`config.mk`:
```
export PLATFORM = sky130hd
export DESIGN_NAME = lsu_mem_ctrl
export DESIGN_NICKNAME = d
export VERILOG_FILES = /design/src/rtl/lsu_pkg.sv /design/src/rtl/lsu_byte_lane.sv /design/src/rtl/lsu_mem_ctrl.sv
export SDC_FILE = /design/constraint.sdc
export NUM_CORES = 1
export LEC_CHECK = 0
export CELL_PAD_IN_SITES_DETAIL_PLACEMENT = 1
export CELL_PAD_IN_SITES_GLOBAL_PLACEMENT = 1
export CORE_UTILIZATION = 37
export CTS_CLUSTER_SIZE = 8
export DETAILED_ROUTE_END_ITERATION = 8
export PLACE_DENSITY = 0.85
export RECOVER_POWER = 100
export SLEW_MARGIN = 40
export SYNTH_ARGS = -nofsm -noshare
export SYNTH_HDL_FRONTEND = slang
export SYNTH_SLANG_ARGS = --single-unit
```
`constraint.sdc`:
```
create_clock -name clk_i -period 6.05 [get_ports clk_i]
set_clock_uncertainty 0.15 [all_clocks]
set_input_delay 1.815 -clock clk_i [delete_from_list [all_inputs] [get_ports clk_i]]
set_output_delay 1.815 -clock clk_i [all_outputs]
set_load 0.1 [all_outputs]
```
`src/rtl/lsu_pkg.sv`:
```
// Shared types and helpers for the load/store unit memory controller.
// Sizes, FSM states and the access-size byte count live here.
package lsu_pkg;

    typedef enum logic [1:0] {
        SZ_B = 2'b00,
        SZ_H = 2'b01,
        SZ_W = 2'b10
    } mem_size_e;

    typedef enum logic [2:0] {
        IDLE = 3'd0,
        RD0  = 3'd1,
        WR0  = 3'd2,
        RD1  = 3'd3,
        WR1  = 3'd4,
        RESP = 3'd5
    } lsu_state_e;

    // Size code 2'b11 is handled as a full word.
    function automatic logic [2:0] size_nbytes(input logic [1:0] sz);
        logic [2:0] nb;
        case (sz)
            2'b00:   nb = 3'd1;
            2'b01:   nb = 3'd2;
            default: nb = 3'd4;
        endcase
        return nb;
    endfunction

endpackage

```
`src/rtl/lsu_byte_lane.sv`:
```
// Combinational byte-lane steering: store merge into an old word and
// load extraction plus sign/zero extension from a two-word window.
module lsu_byte_lane
    import lsu_pkg::*;
(
    input  logic [31:0] buf0_i,
    input  logic [31:0] buf1_i,
    input  logic [31:0] data_i,
    input  logic [1:0]  off_i,
    input  logic [1:0]  size_i,
    input  logic        part_i,
    input  logic        uns_i,
    output logic [31:0] merged_o,
    output logic [31:0] load_o
);

    logic [2:0]  nb;
    logic [3:0]  k;
    logic [31:0] raw;

    assign nb = size_nbytes(size_i);

    // Lane i of word `part` holds request byte (part*4 + i - off).
    always_comb begin
        merged_o = part_i ? buf1_i : buf0_i;
        k        = '0;
        for (int i = 0; i < 4; i++) begin
            k = {1'b0, part_i, 2'(i)} - {2'b00, off_i};
            if (k < {1'b0, nb}) begin
                merged_o[8*i +: 8] = data_i[8*k[1:0] +: 8];
            end
        end
    end

    always_comb begin
        case (off_i)
            2'd0:    raw = buf0_i;
            2'd1:    raw = {buf1_i[7:0],  buf0_i[31:8]};
            2'd2:    raw = {buf1_i[15:0], buf0_i[31:16]};
            default: raw = {buf1_i[23:0], buf0_i[31:24]};
        endcase
    end

    always_comb begin
        case (size_i)
            2'(SZ_B): load_o = {{24{~uns_i & raw[7]}}, raw[7:0]};
            2'(SZ_H): load_o = {{16{~uns_i & raw[15]}}, raw[15:0]};
            default:  load_o = raw;
        endcase
    end

endmodule

```
`src/rtl/lsu_mem_ctrl.sv`:
```
// Load/store initiator for a single-port word memory without byte enables:
// read-modify-write for sub-word stores and word-boundary split handling.
module lsu_mem_ctrl
    import lsu_pkg::*;
#(
    parameter int ADDR_WIDTH = 30,
    parameter int WIDTH      = 32
) (
    input  logic                  clk_i,
    input  logic                  rst_i,
    input  logic                  req_valid_i,
    output logic                  req_ready_o,
    input  logic                  req_we_i,
    input  logic [31:0]           req_addr_i,
    input  logic [1:0]            req_size_i,
    input  logic                  req_unsigned_i,
    input  logic [WIDTH-1:0]      req_wdata_i,
    output logic                  rsp_valid_o,
    output logic [WIDTH-1:0]      rsp_rdata_o,
    output logic                  mem_read_o,
    output logic [ADDR_WIDTH-1:0] mem_raddr_o,
    input  logic [WIDTH-1:0]      mem_rdata_i,
    output logic                  mem_write_o,
    output logic [ADDR_WIDTH-1:0] mem_waddr_o,
    output logic [WIDTH-1:0]      mem_wdata_o
);

    lsu_state_e      state_q, state_d;
    logic            we_q, we_d;
    logic [31:0]     addr_q, addr_d;
    logic [1:0]      size_q, size_d;
    logic            uns_q, uns_d;
    logic [31:0]     wdata_q, wdata_d;
    logic [31:0]     buf0_q, buf0_d;
    logic [31:0]     buf1_q, buf1_d;

    logic [ADDR_WIDTH-1:0] w0;
    logic [ADDR_WIDTH-1:0] w1;
    logic [3:0]            span;
    logic                  split;
    logic                  full_word;
    logic [31:0]           merged;
    logic [31:0]           load_data;

    assign w0    = addr_q[ADDR_WIDTH+1:2];
    assign w1    = w0 + ADDR_WIDTH'(1);
    assign span  = {2'b00, addr_q[1:0]} + {1'b0, size_nbytes(size_q)};
    assign split = span > 4'd4;

    assign full_word = (req_addr_i[1:0] == 2'b00)
                     && (size_nbytes(req_size_i) == 3'd4);

    always_comb begin
        state_d = state_q;
        we_d    = we_q;
        addr_d  = addr_q;
        size_d  = size_q;
        uns_d   = uns_q;
        wdata_d = wdata_q;
        buf0_d  = buf0_q;
        buf1_d  = buf1_q;
        case (state_q)
            IDLE: begin
                if (req_valid_i && req_ready_o) begin
                    we_d    = req_we_i;
                    addr_d  = req_addr_i;
                    size_d  = req_size_i;
                    uns_d   = req_unsigned_i;
                    wdata_d = req_wdata_i;
                    buf0_d  = '0;
                    buf1_d  = '0;
                    state_d = (req_we_i && full_word) ? WR0 : RD0;
                end
            end
            RD0: begin
                buf0_d = mem_rdata_i;
                if (we_q)       state_d = WR0;
                else if (split) state_d = RD1;
                else            state_d = RESP;
            end
            WR0: state_d = split ? RD1 : RESP;
            RD1: begin
                buf1_d  = mem_rdata_i;
                state_d = we_q ? WR1 : RESP;
            end
            WR1:     state_d = RESP;
            RESP:    state_d = IDLE;
            default: state_d = IDLE;
        endcase
    end

    always_ff @(posedge clk_i) begin
        if (rst_i) begin
            state_q <= IDLE;
            we_q    <= 1'b0;
            addr_q  <= '0;
            size_q  <= '0;
            uns_q   <= 1'b0;
            wdata_q <= '0;
            buf0_q  <= '0;
            buf1_q  <= '0;
        end else begin
            state_q <= state_d;
            we_q    <= we_d;
            addr_q  <= addr_d;
            size_q  <= size_d;
            uns_q   <= uns_d;
            wdata_q <= wdata_d;
            buf0_q  <= buf0_d;
            buf1_q  <= buf1_d;
        end
    end

    lsu_byte_lane u_lane (
        .buf0_i   (buf0_q),
        .buf1_i   (buf1_q),
        .data_i   (wdata_q),
        .off_i    (addr_q[1:0]),
        .size_i   (size_q),
        .part_i   (state_q == WR1),
        .uns_i    (uns_q),
        .merged_o (merged),
        .load_o   (load_data)
    );

    // Writes are suppressed while reset is asserted so a dropped request
    // never commits a second half.
    always_comb begin
        req_ready_o = (state_q == IDLE) && !rst_i;
        mem_read_o  = (state_q == RD0) || (state_q == RD1);
        mem_raddr_o = '0;
        if (state_q == RD0) mem_raddr_o = w0;
        if (state_q == RD1) mem_raddr_o = w1;
        mem_write_o = ((state_q == WR0) || (state_q == WR1)) && !rst_i;
        mem_waddr_o = '0;
        mem_wdata_o = '0;
        if (mem_write_o) begin
            mem_waddr_o = (state_q == WR1) ? w1 : w0;
            mem_wdata_o = merged;
        end
        rsp_valid_o = (state_q == RESP);
        rsp_rdata_o = (rsp_valid_o && !we_q) ? load_data : '0;
    end

endmodule

```
==> impl_metrics.csv <==
group,metric,value,unit
routing,dr.pass1.iters,9,
global_routing,grt_first_pass_wirelength,64.5,mm
yosys,ys_warn_count,0,
timing,slew_viol_final,116,
global_routing,grt.overflow.total,0,
yosys,yosysTopAreaCell,"dfxtp_1",
timing,finalHoldViolCount,0,
floorplan,coreArea,25400,sq um
worst_setup_path,crit_type,"register to primary output",
yosys,ys_types,55,
yosys,synthesis.nets,1413,
placement,port_buffers,230,
timing,rsz0062_at_grt,"no",
yosys,synth_top_area_share,28.0,%
global_routing,grt_max_degree,119,
cells_and_area,diodes,0,
worst_setup_path,cp_max_fo,40,
yosys,syn_area_per_cell,7.48,sq um
placement,gp_congestion,0.904,
worst_setup_path,crit_required,4.09,ns
cts,cts_buffers,17,
power,comb_power_share,59.0,%
worst_setup_path,cp-end-kind,"primary output",
timing,clock.fmax,0.169,GHz
worst_setup_path,startpoint_type,"register",
global_routing,track_usage,31.5,%
yosys,synthTopCellsByArea,"dfxtp_1, nand2_1, mux4_2, a2bb2oi_1, o21ai_0",
timing,finalSetupViolCount,0,
routing,vias,10991,
cells_and_area,fin_nets,1564,
yosys,async_flop_share,0,%
placement,place_area,13400,sq um
hold_path,hold_path_class,"register to register",
outcome,violations,"capacitance limit, slew limit",
power,switching_share,53.7,%
power,p_seq_share,23.2,%
floorplan,die_area,26800,sq um
cts,cts_tree,"built",
timing,period_needed,5.91,ns
outcome,outcome,"finished, violations left",
cells_and_area,final_common_cell,"nand2_1",
power,peakVddDrop,237,uV
cts,cts-htree-levels,4,
floorplan,fp.dieW,164,um
yosys,synth_edf_count,0,
yosys,yosysSeqAreaShare,28.0,%
timing,fin_tns_setup,0,ns
power,p_clk_share,17.8,%
yosys,synthCells,1292,
cells_and_area,final_cell_mix,"nand2_1, dfxtp_1, o21ai_0",
power,p_int,0.00281,W
worst_setup_path,r2r_setup_slack,1.70,ns
routing,drc,0,
power,power.density,463,nW/um^2
cells_and_area,drive_gt1_share,16.8,%
global_routing,first_global_vias,11072,
placement,dp_hpwl,30.7,mm
cts,clk_pin_slew,0.06,ns
cts,clock_latency,0.43,ns
cells_and_area,final_area,13100,sq um
yosys,synth_flop_cell,"dfxtp_1",
cells_and_area,area_delta_synth_final,35.7,%
floorplan,start_util,38.1,%
timing,slew-limit-headroom,-91.3,%
cts,cts_post_setup_buffers_inserted,0,
cts,clockBufferDepth,2,
routing,drt_iter0_markers,1175,
worst_setup_path,arrival,3.94,ns
timing,worst_slew_pin_slew,2.87,ns
cts,cts_root_buf,"clkbuf_16",
timing,period_share,97.7,%
routing,wl_per_cell,23.6,um
routing,ant_nets,0,
power,p_leak,4.60,nW
floorplan,io_pins,231,
floorplan,rows,58,
routing,drt-total-wl,42.2,mm
yosys,ys_ff_latch,135,
yosys,syn_area,9670,sq um
cts,cts_sinks,135,
cts,hold_buffers,0,
floorplan,die_y,164,um
global_routing,antenna_found_initial,0,
power,p_switching,0.00326,W
routing,viasPerCell,6.15,
job,cap_violations,2,
cts,post_cts_resized,0,
-- cells by family after synthesis --
family	after synthesis	share of synthesized area (%)
DFF	135	28.0
adders and majority gates	19	2.51
buffers and inverters	148	6.42
xor gates and xnor gates	22	1.99
AOI/OAI and AO/OA	372	26.3
muxes	33	7.56
and+or+nand+nor	563	27.3
-- worst paths after layout --
kind,cells past startpoint,start,endpoint
worst min register to register,2,we_q,we_q
worst min-delay path,2,we_q,we_q
worst max register to register,6,state_q[1],buf1_q[25]
worst max-delay path,7,state_q[0],mem_wdata_o[12]
-- metrics by stage --
step / power, W / util [%] / hold WS (ns) / worst slack (ns) / std cells
global placement: 0.00502 / 52.6 / 0.336 / 0.543 / 1750
floorplan: 0.00391 / - / 0.303 / -0.541 / 1292
CTS: 0.00621 / 54.9 / 0.363 / 0.290 / 1784
detailed placement: 0.00511 / 52.6 / 0.348 / 0.583 / 1752
global route: 0.00631 / 51.6 / 0.388 / 0.0973 / 1786
finish: 0.00607 / 51.6 / 0.363 / 0.141 / 1786
-- cell type report --
cell class | instances | area [sq um]
clock buffers | 18 | 429
well taps | 330 | 413
flip-flops and latches | 135 | 2700
fillers | 3076 | 12300
repair buffers | 258 | 2720
clock inverters | 14 | 164
inverters | 22 | 87.6
multi-input cells | 1009 | 6600
-- worst max-delay path, stage by stage (launching register included) --
cell and delay (ns):
dfxtp_1 0.58, or3b_4 0.63, ha_1 0.36, ha_1 0.29
a211o_1 0.57, nor3_1 0.68, nor3_4 0.07, clkbuf_4 0.30
-- power by group through the flow --
stage / clock network (W) / logic, W / registers, W
floorplan: 0 / 0.00265 / 0.00126
global placement: 0 / 0.00363 / 0.00138
detailed placement: 0 / 0.00370 / 0.00141
CTS: 0.00109 / 0.00373 / 0.00139
global route: 0.00113 / 0.00376 / 0.00143
finish: 0.00108 / 0.00358 / 0.00141
-- routing by layer --
metal	vias to the layer above	track usage [%]	part of all wire [%]	wire [um]
met5	-	0	0	0
met4	0	14.1	4.0	1680
met3	96	6.75	8.7	3670
met2	516	52.3	48	20100
met1	5403	38.8	40	16700
li1	4976	-	-	-
-- Yosys cell counts (6+ instances only) --
cell type and count:
mux4_2 32, inv_1 21, and3_1 6, nor2_1 109
a31o_2 8, nand3_1 11, a222oi_1 30, dfxtp_1 135
xor2_1 11, clkbuf_1 90, a21oi_1 75, xnor2_1 11
nor3_1 20, and2_1 7, or4_1 21, ha_1 17
a211oi_1 10, a31oi_1 10, o31ai_1 26, a2bb2oi_1 64
a311oi_1 16, o21ai_0 107, o211a_1 9, and4_1 6
nand2b_1 67, or3_1 20, nand2_1 264, buf_2 26
nand4_1 14
-- state kept, by name (all words and copies together), names as in the netlist --
register,cells
addr_q,32
buf0_q,32
buf1_q,32
wdata_q,32
state_q,3
size_q,2
uns_q,1
we_q,1
Note: power is estimated with default switching activity, not from simulation.
